==> src/rtl/rs_latch_exerciser_if.sv <==
`default_nettype none
// ============================================================================
// Module   : rs_latch_exerciser_if
// Purpose  : Latch drive/readback and LED bundle between the exerciser and
//            the board side (start button, latch under test, LED bank).
// Revision : 1.0  initial release
// ============================================================================
interface rs_latch_exerciser_if;
    logic        start;
    logic        q_in;
    logic        qn_in;
    logic        r_n;
    logic        s_n;
    logic [15:0] led_pin;

    modport master (
        output start, q_in, qn_in,
        input  r_n, s_n, led_pin
    );

    modport slave (
        input  start, q_in, qn_in,
        output r_n, s_n, led_pin
    );
endinterface
`default_nettype wire

==> src/rtl/rs_latch_exerciser.sv <==
`default_nettype none
// ============================================================================
// Module   : rs_latch_exerciser
// Purpose  : Steps an active-low R-S latch through a truth-table sequence,
//            checks Q and /Q after each vector and reports on 16 LEDs.
//            Optional macro RS_FORBIDDEN_STEP_EN adds the forbidden 00 step
//            plus a recovery step.
// Revision : 1.0  initial release
// ============================================================================
module rs_latch_exerciser #(
    parameter int SETTLE_CYCLES = 16
) (
    input  logic                 clk,
    input  logic                 rst_n,
    rs_latch_exerciser_if.slave  bus
);

`ifdef RS_FORBIDDEN_STEP_EN
    localparam logic [3:0] c_LAST_STEP = 4'd7;
`else
    localparam logic [3:0] c_LAST_STEP = 4'd5;
`endif

    localparam logic [15:0] c_SETTLE_LOAD = 16'(SETTLE_CYCLES - 1);

    localparam logic [2:0] S_IDLE   = 3'd0;
    localparam logic [2:0] S_APPLY  = 3'd1;
    localparam logic [2:0] S_SETTLE = 3'd2;
    localparam logic [2:0] S_CHECK  = 3'd3;
    localparam logic [2:0] S_DONE   = 3'd4;
    localparam logic [2:0] S_FAIL   = 3'd5;

    // Returns {r_n, s_n, expected Q, expected /Q}; unused steps fall back to hold.
    function automatic logic [3:0] f_vector(input logic [3:0] step);
        logic [3:0] v;
        case (step)
            4'd0:    v = 4'b10_10;
            4'd1:    v = 4'b11_10;
            4'd2:    v = 4'b01_01;
            4'd3:    v = 4'b11_01;
            4'd4:    v = 4'b10_10;
            4'd5:    v = 4'b11_10;
`ifdef RS_FORBIDDEN_STEP_EN
            4'd6:    v = 4'b00_11;
            4'd7:    v = 4'b10_10;
`endif
            default: v = 4'b11_10;
        endcase
        return v;
    endfunction

    logic        r_start_meta, r_start_sync, r_start_prev;
    logic        r_q_meta, r_q_sync;
    logic        r_qn_meta, r_qn_sync;
    logic [2:0]  r_state;
    logic [3:0]  r_step;
    logic [15:0] r_cnt;
    logic        r_rn, r_sn;
    logic [15:0] r_led;

    logic [2:0]  w_next;
    logic        w_start_edge;
    logic [3:0]  w_vec;
    logic        w_match;
    logic        w_busy, w_pass, w_fail;

    assign w_start_edge = r_start_sync & ~r_start_prev;
    assign w_vec        = f_vector(r_step);
    // Both bits compared, so Q == /Q outside the forbidden step is a mismatch.
    assign w_match      = ({r_q_sync, r_qn_sync} == w_vec[1:0]);

    // State register
    always_ff @(posedge clk or negedge rst_n) begin
        if (!rst_n) begin
            r_state <= S_IDLE;
        end else begin
            r_state <= w_next;
        end
    end

    // Next-state logic
    always_comb begin
        w_next = r_state;
        case (r_state)
            S_IDLE, S_DONE, S_FAIL: begin
                if (w_start_edge) w_next = S_APPLY;
            end
            S_APPLY:  w_next = S_SETTLE;
            S_SETTLE: begin
                if (r_cnt == 16'd0) w_next = S_CHECK;
            end
            S_CHECK: begin
                if (!w_match)                  w_next = S_FAIL;
                else if (r_step == c_LAST_STEP) w_next = S_DONE;
                else                            w_next = S_APPLY;
            end
            default:  w_next = S_IDLE;
        endcase
    end

    // Output decode
    always_comb begin
        w_busy = 1'b0;
        w_pass = 1'b0;
        w_fail = 1'b0;
        case (r_state)
            S_APPLY, S_SETTLE, S_CHECK: w_busy = 1'b1;
            S_DONE:                     w_pass = 1'b1;
            S_FAIL:                     w_fail = 1'b1;
            default:                    w_busy = 1'b0;
        endcase
    end

    // Synchronizers, sequencing datapath and LED register
    always_ff @(posedge clk or negedge rst_n) begin
        if (!rst_n) begin
            r_start_meta <= 1'b0;
            r_start_sync <= 1'b0;
            r_start_prev <= 1'b0;
            r_q_meta     <= 1'b0;
            r_q_sync     <= 1'b0;
            r_qn_meta    <= 1'b0;
            r_qn_sync    <= 1'b0;
            r_step       <= 4'd0;
            r_cnt        <= 16'd0;
            r_rn         <= 1'b1;
            r_sn         <= 1'b1;
            r_led        <= 16'd0;
        end else begin
            r_start_meta <= bus.start;
            r_start_sync <= r_start_meta;
            r_start_prev <= r_start_sync;
            r_q_meta     <= bus.q_in;
            r_q_sync     <= r_q_meta;
            r_qn_meta    <= bus.qn_in;
            r_qn_sync    <= r_qn_meta;

            case (r_state)
                S_IDLE, S_DONE, S_FAIL: begin
                    if (w_start_edge) r_step <= 4'd0;
                end
                S_APPLY: begin
                    r_rn  <= w_vec[3];
                    r_sn  <= w_vec[2];
                    r_cnt <= c_SETTLE_LOAD;
                end
                S_SETTLE: begin
                    if (r_cnt != 16'd0) r_cnt <= r_cnt - 16'd1;
                end
                S_CHECK: begin
                    // Step freezes on failure so the LEDs show the failing index.
                    if (w_next == S_APPLY) begin
                        r_step <= r_step + 4'd1;
                    end else begin
                        r_rn <= 1'b1;
                        r_sn <= 1'b1;
                    end
                end
                default: r_step <= r_step;
            endcase

            r_led <= {5'd0, w_fail, w_pass, w_busy, r_step,
                      r_sn, r_rn, r_q_sync, r_qn_sync};
        end
    end

    assign bus.r_n     = r_rn;
    assign bus.s_n     = r_sn;
    assign bus.led_pin = r_led;

endmodule
`default_nettype wire
==> src/flat_wrapper.sv <==
// flat-port wrapper written by rule: the top's interface ports become plain ports
module rs_latch_exerciser_flat 
#(
    parameter int SETTLE_CYCLES = 16
)
  (clk, rst_n, bus_start, bus_q_in, bus_qn_in, bus_r_n, bus_s_n, bus_led_pin);
  rs_latch_exerciser_if bus_i ();
  input  logic clk;
  input  logic rst_n;
  input wire logic [$bits(bus_i.start)-1:0] bus_start;
  input wire logic [$bits(bus_i.q_in)-1:0] bus_q_in;
  input wire logic [$bits(bus_i.qn_in)-1:0] bus_qn_in;
  output wire logic [$bits(bus_i.r_n)-1:0] bus_r_n;
  output wire logic [$bits(bus_i.s_n)-1:0] bus_s_n;
  output wire logic [$bits(bus_i.led_pin)-1:0] bus_led_pin;
  assign bus_i.start = bus_start;
  assign bus_i.q_in = bus_q_in;
  assign bus_i.qn_in = bus_qn_in;
  assign bus_r_n = bus_i.r_n;
  assign bus_s_n = bus_i.s_n;
  assign bus_led_pin = bus_i.led_pin;
  rs_latch_exerciser #(.SETTLE_CYCLES(SETTLE_CYCLES)) u_core (.clk(clk), .rst_n(rst_n), .bus(bus_i));
endmodule
==> config.mk <==
export PLATFORM = sky130hd
export DESIGN_NAME = rs_latch_exerciser_flat
export DESIGN_NICKNAME = d
export VERILOG_FILES = /design/src/rtl/rs_latch_exerciser_if.sv /design/src/rtl/rs_latch_exerciser.sv /design/src/flat_wrapper.sv
export SDC_FILE = /design/constraint.sdc
export NUM_CORES = 1
export LEC_CHECK = 0
export BUFFER_PORTS_ARGS = -buffer_cell sky130_fd_sc_hd__buf_2
export CORE_AREA = 5 5 78 80
export CTS_CLUSTER_DIAMETER = 120
export DETAILED_ROUTE_END_ITERATION = 6
export DIE_AREA = 0 0 83 85
export PLACE_DENSITY = 0.61
export SYNTH_ARGS = -nofsm -noshare
export SYNTH_HDL_FRONTEND = slang
export SYNTH_SLANG_ARGS = --single-unit
==> constraint.sdc <==
create_clock -name clk -period 3.4 [get_ports clk]
set_input_delay 0.17 -clock clk [delete_from_list [all_inputs] [get_ports clk]]
set_output_delay 0.17 -clock clk [all_outputs]
set_load 0.05 [all_outputs]
# After elaboration in Yosys (flattened, before gate mapping)
# Index checks and enable logic that the tools add are counted.
[word_totals] regBits=43 latchBits=0 ram_bits=0 rom_bits=0 out_inout_bits=18 word_cells=62 memories=0
[classes] addsub=2 mul=0 div=0 n_lt_le_gt_ge=0 eq_ne=15 shifts=0 muxes=17 bitwise_logic=2 n_reduce_logical=13
[op_table] op="$pmux 16 s2" n=1
[op_table] op="$logic_not 16->1" n=1
[op_table] op="$mux 16" n=1
[op_table] op="$reduce_bool 16->1" n=1
[op_table] op="$sub 16x1->16 const B" n=1
[op_table] op="$mux 3" n=4
[op_table] op="$pmux 3 s4" n=1
[op_table] op="$pmux 4 s3" n=1
[op_table] op="$eq 4x2->1 const B" n=2
[op_table] op="$eq 4x3->1 const B" n=2
[op_table] op="$mux 4" n=2
[op_table] op="$pmux 4 s2" n=1
[op_table] op="$eq 3x1->1 const B" n=2
[op_table] op="$eq 3x2->1 const B" n=2
[op_table] op="$eq 3x3->1 const B" n=2
[op_table] op="$ne 2x1->1 const B" n=3
[op_table] op="$reduce_bool 2->1" n=3
[op_table] op="$reduce_or 3->1" n=2
[op_table] op="$add 4x1->4 const B" n=1
[op_table] op="$logic_not 4->1" n=1
[op_table] op="$mux 1" n=4
[op_table] op="$pmux 1 s2" n=2
[op_table] op="$reduce_and 2->1" n=2
[op_table] op="$logic_not 3->1" n=1
[op_table] op="6 further kinds" n=6

# Logic depth before layout (Yosys ltp)
# Gate-level depths: netlist (run 1).
[depth] word_depth=9 depth_mapped=9

# Worst setup path before layout (run 1)
# No wires, ideal clock.
[synth_path] path_kind="register to register" from="reg u_core.r_cnt[0]" to="reg u_core.r_cnt[0]" setup_time_ns=0.120 t_arrival_ns=2.086 t_required_ns=3.280 path_slack_ns=1.194 stages_incl_launch_ff=10 period_less_slack_ns=2.206 path_cell_list="dfrtp_1 inv_1 ha_1 or3b_2 buf_2 or4_4 buf_6 a21oi_2 nor2_1 o211a_1"
[synth_between] elab_chain_len=3
[synth_lines] element="start, declared" line_no="rs_latch_exerciser.sv:57" rtl="logic [15:0] r_cnt;"
[synth_lines] element="start signal, assigned" line_no="rs_latch_exerciser.sv:145" rtl="r_cnt <= c_SETTLE_LOAD;"
[synth_lines] element="start signal, assigned" line_no="rs_latch_exerciser.sv:148" rtl="if (r_cnt != 16'd0) r_cnt <= r_cnt - 16'd1;"
[synth_lines] element="$sub 16x1->16 or $reduce_bool 16->1 (tied branches)" line_no="rs_latch_exerciser.sv:148"
[synth_lines] element="$mux 16 or $ne 2x1->1 (tied branches)"
[synth_lines] element="$pmux 16 s2 or $reduce_and 2->1 (tied branches)"
# Parallel ways exist; a longest one is shown, timed or not. The select of a mux whose other input is x is not followed.
# A chain may end at the register's enable or synchronous reset.

# Worst setup path in the final report (run 1)
[layout_path] from="reg u_core.r_step[0]" to="reg u_core.r_step[0]"
[layout_between] elab_chain_len=9
[layout_lines] element="start, declared" line_no="rs_latch_exerciser.sv:56" rtl="logic [3:0] r_step;"
[layout_lines] element="start signal, assigned" line_no="rs_latch_exerciser.sv:153" rtl="r_step <= r_step + 4'd1;"
[layout_lines] element="start signal, assigned" line_no="rs_latch_exerciser.sv:159" rtl="default: r_step <= r_step;"
[layout_lines] element="$eq 4x3->1 or $logic_not 4->1 (tied branches)" line_no="rs_latch_exerciser.sv:36" rtl="case (step)"
[layout_lines] element="$reduce_or 2->1 (no line)"
[layout_lines] element="$pmux 4 s3" line_no="rs_latch_exerciser.sv:36"
[layout_lines] element="$eq 2x2->1" line_no="rs_latch_exerciser.sv:70" rtl="assign w_match = ({r_q_sync, r_qn_sync} == w_vec[1:0]);"
[layout_lines] element="$mux 3" line_no="rs_latch_exerciser.sv:93" rtl="if (!w_match) w_next = S_FAIL;"
[layout_lines] element="$pmux 3 s4" line_no="rs_latch_exerciser.sv:84" rtl="case (r_state)"
[layout_lines] element="$eq 3x1->1" line_no="rs_latch_exerciser.sv:152" rtl="if (w_next == S_APPLY) begin"
[layout_lines] element="$ne 2x1->1 (no line)"
[layout_lines] element="$reduce_and 3->1 (no line)"
# Parallel ways exist; a longest one is shown, timed or not. The select of a mux whose other input is x is not followed.

==> results of run 1 <==
## power breakdown
group / internal [µW] / switching, µW / leakage (µW)
Sequential: 607 / 115 / 0.000544
Combinational: 177 / 313 / 0.000459
Clock: 166 / 173 / 0.0000474
## how the worst max path moves through the flow
| stage | startpoint | endpoint | slack (ps) | cells after the start |
|---|---|---|---|---|
| 6_report | u_core.r_step[0]$_DFFE_PN0P_ | u_core.r_step[0]$_DFFE_PN0P_ | 1090 | 7 |
| 5_1_grt | u_core.r_step[0]$_DFFE_PN0P_ | u_core.r_step[0]$_DFFE_PN0P_ | 880 | 7 |
| 4_1_cts | u_core.r_step[0]$_DFFE_PN0P_ | u_core.r_step[0]$_DFFE_PN0P_ | 1070 | 7 |
| 3_5_place_dp | u_core.r_step[0]$_DFFE_PN0P_ | u_core.r_step[0]$_DFFE_PN0P_ | 1110 | 7 |
| 3_3_place_gp | u_core.r_step[0]$_DFFE_PN0P_ | u_core.r_step[0]$_DFFE_PN0P_ | 1110 | 7 |
| 2_1_floorplan | u_core.r_cnt[0]$_DFFE_PN0P_ | u_core.r_cnt[0]$_DFFE_PN0P_ | 1190 | 9 |
## routing by layer
layer,track usage,up-vias,share of wire
met1,0.129,644,0.45
met2,0.175,31,0.49
met5,0,-,0
met4,0.0431,0,0.0083
met3,0.0456,2,0.053
li1,-,673,-
## worst reg2reg max path, delay by kind of cell (launching register included)
| family | cells | cell delay (ps) |
|---|---|---|
| buffers and inverters | 1 | 100 |
| adders and majority gates | 1 | 220 |
| and+or+nand+nor | 2 | 380 |
| DFF | 1 | 460 |
| AOI/OAI and AO/OA | 2 | 650 |
| muxes | 1 | 390 |
## per-stage QoR
| step | instance area (µm²) | instances |
|---|---|---|
| floorplan | 2040 | 188 |
| global placement | 2130 | 266 |
| detailed placement | 2130 | 266 |
| CTS | 2260 | 277 |
| global route | 2260 | 277 |
| finish | 2260 | 277 |
## layout make-up
type | count | area, µm² | area share
Tap cell | 72 | 90.1 | 0.0399
Timing Repair Buffer | 21 | 123 | 0.0543
Sequential cell | 43 | 1080 | 0.478
Clock buffer | 6 | 82.6 | 0.0366
Multi-Input combinational cell | 126 | 841 | 0.373
Inverter | 7 | 26.3 | 0.0116
Clock inverter | 2 | 16.3 | 0.00721
## flip-flops by register name, summed over array words and instances (netlist names)
register             cells
u_core.r_q_meta          1
u_core.bus.led_pin      11
u_core.r_start_meta      1
u_core.bus.s_n           1
u_core.r_qn_meta         1
u_core.r_cnt            16
u_core.bus.r_n           1
u_core.r_state           3
u_core.r_start_sync      1
u_core.r_q_sync          1
u_core.r_qn_sync         1
u_core.r_step            4
u_core.r_start_prev      1
## logic make-up (layout without fill, tap and decap cells)
family	count (synthesis)	in the layout
buffers and inverters	19	36
other	1	5
xor gates and xnor gates	14	14
muxes	3	3
AOI/OAI and AO/OA	24	24
DFF	43	43
adders and majority gates	5	5
and+or+nand+nor	75	75
## layout by cell type (no fill, tap or decap), types with 2 or more instances in the layout
cell type,netlist,routed
xor2_1,11,11
nor2_1,27,27
nand4b_1,3,3
conb_1,1,5
nor2b_1,2,2
ha_1,5,5
xnor2_1,3,3
nand2_1,3,3
nand4_1,2,2
nor4_1,3,3
or4_4,2,2
nand2b_1,5,5
nor3_1,4,4
dfrtp_1,41,41
o211a_1,2,2
or4_1,4,4
o211ai_1,2,2
nand3b_1,3,3
nand3_1,11,11
clkbuf_8,0,6
mux2i_1,2,2
dfstp_2,2,2
buf_2,1,17
inv_1,7,7
o21ai_0,2,2
o21a_1,2,2
dlygate4sd3_1,0,3
==> metrics.md, run 1 <==
| Metric | Value |
|---|---|
| Delay-heaviest family, CP | `compound AO/OA/AOI/OAI gates` |
| Slew @ Worst Pin | `932 ps` |
| Worst VDD drop | `307 µV` |
| Gate Count Post-Synth | `184` |
| Port Buffers | `17` |
| Post-synthesis mux area share | `0.0154` |
| Initial core utilization | `0.380` |
| Crit-path max FO | `7` |
| Io pins | `23` |
| Fin util | `0.423` |
| Status | `finished, violations left` |
| DR iter-0 viols | `59` |
| Max-cap violations | `0` |
| Ys Warns | `0` |
| Remaining Overflow, GRT | `0` |
| Post-synthesis cell type count | `52` |
| Cts repair resizes | `0` |
| R2R Path End | `u_core.r_step[0]$_DFFE_PN0P_` |
| Final net count | `214` |
| Crit path cell chain | `inv_1 -> ha_1 -> nor2_1 -> and4b_1 -> o21bai_1 -> a41oi_1 -> mux2_2` |
| CP Buf/Inv Count | `1` |
| Final Cycle Share | `0.679` |
| Avg Cell Area, Syn | `between 10 and 15 µm²` |
| Final Wtd Congestion | `0.789` |
| Final antenna-violating net count | `0` |
| H-tree levels | `2` |
| Fillcell total | `542` |
| Worst Reg-to-Reg Cells | `7` |
| Endpoints failing hold | `2` |
| WS Path Type | `flop to flop` |
| Leakage Power | `0.00105 µW` |
| WHS | `-4.02 ps` |
| Vias/cell | `4.87` |
| Core area | `5340 µm²` |
| CTS tree | `built` |
| Die Ht | `85 µm` |
| Critical Path AT | `2490 ps` |
| R2r setup slk | `1090 ps` |
| Startpoint Class | `flop` |
| XOR/XNOR Fraction of Synth Area | `0.0605` |
| RSZ-0062 raised after global routing | `no` |
| Complex-gate fraction of the synthesized area | `0.0963` |
| Area Growth Syn to Fin | `11.4%` |
| Post-synthesis cell area | `2030 µm²` |
| Synth Area in Simple Gates | `0.202` |
| Clk root buf | `clkbuf_8` |
| Die width | `83 µm` |
| Crit path max-delay cell type | `dfrtp_1` |
| Final WL | `about 3.5 mm` |
| Pwr Total | `1550 µW` |
| TritonRoute pass-1 iters | `4` |
| WL per Instance | `about 13 µm` |
| Synth cell count leaders | `41 x dfrtp_1, 27 x nor2_1, 11 x nand3_1, 11 x xor2_1, 7 x inv_1` |
| Final WS setup | `1090 ps` |
| Worst path required time | `between 3000 and 4000 ps` |
| DRC viols | `0` |
| Clock Skew | `5.39 ps` |
| Die area | `7060 µm²` |
| Clock tree buffer depth | `2` |
| Synth Flop Type | `dfrtp_1` |
| Layout cell share with drive strength beyond 1 | `0.185` |
| HP Class | `input pin to async pin` |
| CP max stage delay | `around 460 ps` |
| Antenna cells | `0` |
| Final setup violation count | `0` |
| Crit. End Element | `flop` |
| Crit path time final | `2310 ps` |
| Antenna violations before repair | `0` |
| Worst-Skew Late Latency | `just under 300 ps` |
| Sequential element share of the synthesized area | `0.532` |
| Count leader, synth | `dfrtp_1` |
| Combinational family with the most area after synthesis | `simple AND/OR/NAND/NOR gates` |
| Largest net degree at the start of global routing | `44` |
| First-pass GRT wire length | `between 6 and 7 mm` |
| Post-synth ARST share | `1.00` |
| Area leader, netlist | `dfrtp_1` |
| Tot GR Track Use | `0.109` |
| FF+latch count, synth | `43` |
| CTS Buf Count | `5` |
| Fmax | `roughly 430 MHz` |
| Post-Route Setup TNS | `0 ps` |
| Rows | `27` |
| EDFF count, synth | `0` |
| Slew HR | `0.379` |
| Violated checks | `negative hold slack` |
| Clk pin slew, worst setup/hold paths | `about 80 ps` |
| Vias | `1350` |
| Detail Placement HPWL | `between 2 and 2.5 mm` |
| Cell Pwr Density | `687 nW/µm²` |
| Hold_buf cts | `3` |
| Post-CTS Setup Bufs | `0` |
| Max Slew Vio Count | `0` |
| CTS Sinks | `43` |
| Adder-cell share of the synthesized area | `0.0309` |
| Share of the synthesized area in the top cell type | `0.506` |
| Synth area leaders | `dfrtp_1 51%, nor2_1 5.0%, xor2_1 4.8%` |
| Vias in the first global route | `1401` |
| Post-place setup slack | `about 1100 ps` |
| FF-to-FF Start | `u_core.r_step[0]$_DFFE_PN0P_` |
No activity file was read; power rests on OpenSTA's default activity.
==> inputs of run 2 (changes only) <==
--- a/config.mk
+++ b/config.mk
@@ -10,7 +10,7 @@
 export CTS_CLUSTER_DIAMETER = 120
 export DETAILED_ROUTE_END_ITERATION = 6
 export DIE_AREA = 0 0 83 85
-export PLACE_DENSITY = 0.61
+export PLACE_DENSITY = 0.63
 export SYNTH_ARGS = -nofsm -noshare
 export SYNTH_HDL_FRONTEND = slang
 export SYNTH_SLANG_ARGS = --single-unit
==> constraint.sdc (replaced) <==
create_clock -name clk -period 1.95 [get_ports clk]
set_input_delay 0.0975 -clock clk [delete_from_list [all_inputs] [get_ports clk]]
set_output_delay 0.0975 -clock clk [all_outputs]
set_load 0.05 [all_outputs]
==> run 2 against run 1 <==
- the run ends with negative setup slack left
- count of clock-buffer cells in the layout up 2
- core utilization up 7.6 points
- first-iteration DRC count down 8.5%
- non-clock buffer count up 35
- register-to-register slack worse by 1200 ps
- global-route usage up 0.62 points
- worst hold slack better by 350 ps
- critical path type unchanged
- largest power group is now combinational logic
- highest routed layer unchanged
==> metrics.md, run 2 (synthesized netlist as in run 1, its figures left out) <==
| Metric | Value |
|---|---|
| Crit path launch | `u_core.r_cnt[8]$_DFFE_PN0P_` |
| CP max stage delay | `620 ps` |
| Final WL | `just under 4 mm` |
| Die width | `slightly above 80 µm` |
| CTS Sinks | `43` |
| Slew HR | `0.651` |
| Remaining Overflow, GRT | `0` |
| Final WS setup | `-104 ps` |
| Detail Placement HPWL | `approximately 2.7 mm` |
| Startpoint Class | `flop` |
| Rows | `27` |
| Port Buffers | `17` |
| Worst-Skew Late Latency | `290 ps` |
| Power Internal | `1900 µW` |
| First-pass GRT wire length | `6.58 mm` |
| Worst path required time | `2130 ps` |
| Violated checks | `negative setup slack` |
| Largest register by flop count | `u_core.r_cnt` |
| HP Class | `flop to flop` |
| Critical Path AT | `2240 ps` |
| Worst VDD drop | `498 µV` |
| Largest net degree at the start of global routing | `44` |
| Layout cell share with drive strength beyond 1 | `0.383` |
| Crit-path max FO | `8` |
| Status | `finished, violations left` |
| WS Path Type | `flop to flop` |
| WL per Instance | `12.4 µm` |
| Clk pin slew, worst setup/hold paths | `80 ps` |
| Clock network fraction of total power | `0.198` |
| Vias/cell | `4.76` |
| Max FFs per register | `16` |
| Area Growth Syn to Fin | `31.3%` |
| Final antenna-violating net count | `0` |
| Sw Pwr | `between 1000 and 1500 µW` |
| Crit path time final | `2050 ps` |
| Combinational share of power | `0.423` |
| CTS Buf Count | `5` |
| Final setup violation count | `10` |
| FF-to-FF Start | `u_core.r_cnt[8]$_DFFE_PN0P_` |
| Endpoints failing hold | `0` |
| Core area | `5340 µm²` |
| Fin util | `0.499` |
| Crit. End Element | `flop` |
| Initial core utilization | `0.380` |
| CTS tree | `built` |
| Antenna cells | `0` |
| Fmax | `487 MHz` |
| Post-place setup slack | `-94.1 ps` |
| Clock tree buffer depth | `2` |
| Final Cycle Share | `1.05` |
| Cell Pwr Density | `1150 nW/µm²` |
| Final net count | `249` |
| Net Sw Frac | `0.377` |
| Final Wtd Congestion | `around 0.8` |
| DR iter-0 viols | `54` |
| DRC viols | `0` |
| Max-cap violations | `0` |
| Io pins | `23` |
| RSZ-0062 raised after global routing | `yes` |
| Die area | `7060 µm²` |
| Commonest non-fill, non-tap cell in the layout | `dfrtp_1` |
| Die Ht | `85 µm` |
| Leakage Power | `around 0.0013 µW` |
| Tot GR Track Use | `0.115` |
| CP dominant cell by count | `or4_4` |
| Crit path max-delay cell type | `or4_4` |
| Max Slew Vio Count | `0` |
| Clk root buf | `clkbuf_8` |
| Clock Skew | `3.34 ps` |
| H-tree levels | `2` |
| Hold Crit Start | `u_core.r_qn_meta$_DFF_PN0_` |
| Antenna violations before repair | `0` |
| Sequential Power Share | `0.378` |
| Slew @ Worst Pin | `about 520 ps` |
| Vias | `1486` |
| Vias in the first global route | `approximately 1500` |
| TritonRoute pass-1 iters | `4` |
| Commonest cells after routing, fill and taps aside | `40 x dfrtp_1, 34 x buf_4, 26 x nor2_1` |
| Crit path cell chain | `or4_4 -> or4_4 -> a21oi_2 -> nor2_1 -> o211a_1` |
-- run 2: layout make-up --
type                            count  area, µm²
Fill cell                         497       2680
Tap cell                           72       90.1
Multi-Input combinational cell    126        973
Timing Repair Buffer               56        392
Clock buffer                        8        100
Inverter                            7       26.3
Sequential cell                    43       1080
-- run 2: path summary, 6_finish.rpt --
check / end / slack, ps / depth (start not counted)
max: u_core.r_cnt[1]$_DFFE_PN0P_ / -100 / 5
min: u_core.r_qn_sync$_DFF_PN0_ / 350 / 0
max reg2reg: u_core.r_cnt[1]$_DFFE_PN0P_ / -100 / 5
min reg2reg: u_core.r_qn_sync$_DFF_PN0_ / 350 / 0
max in group asynchronous: u_core.r_step[1]$_DFFE_PN0P_ / 1170 / 3
min in group asynchronous: u_core.r_state[0]$_DFF_PN0_ / 400 / 3
-- run 2: worst max-delay path: cells and delay by family, from the launching register on --
kind / cells / cell delay (ps)
AND/OR/NAND/NOR: 3 / 1220
AO/OA/AOI/OAI: 2 / 340
flip-flops: 1 / 380
-- run 2: power by group through the flow --
stage / Combinational (µW) / Clock [µW] / Sequential (µW)
final: 1290 / 605 / 1150
after global routing: 1420 / 673 / 1180
after CTS: 1190 / 628 / 1150
after detailed placement: 1170 / 0 / 1170
after global placement: 1160 / 0 / 1160
after floorplan: 642 / 0 / 1350
-- run 2: per-layer routing --
metal / wire [µm] / track usage / up-vias
met5: 0 / 0 / -
met4: 61 / 0.0579 / 0
met3: 131 / 0.0252 / 8
met2: 2000 / 0.196 / 19
met1: 1690 / 0.137 / 712
li1: - / - / 747
-- run 2: repair_timing --
action	4_1_cts	5_1_grt
gates resized for setup	0	28
hold endpoints to repair	44	0
pin swaps	5	12
endpoints found under the setup margin	14	23
hold buffers	4	0
setup buffers	1	4
-- run 2: metrics by stage --
step | cells | total power (µW) | TNS [ps] | instance area [µm²] | hold WS [ps]
final | 312 | 3050 | -462 | 2660 | 351
after global routing | 312 | 3270 | -1630 | 2660 | 359
after CTS | 308 | 2970 | -791 | 2510 | 353
after detailed placement | 295 | 2340 | -507 | 2360 | 199
after global placement | 295 | 2320 | -338 | 2360 | 205
after floorplan | 188 | 2000 | -1040 | 2060 | -198
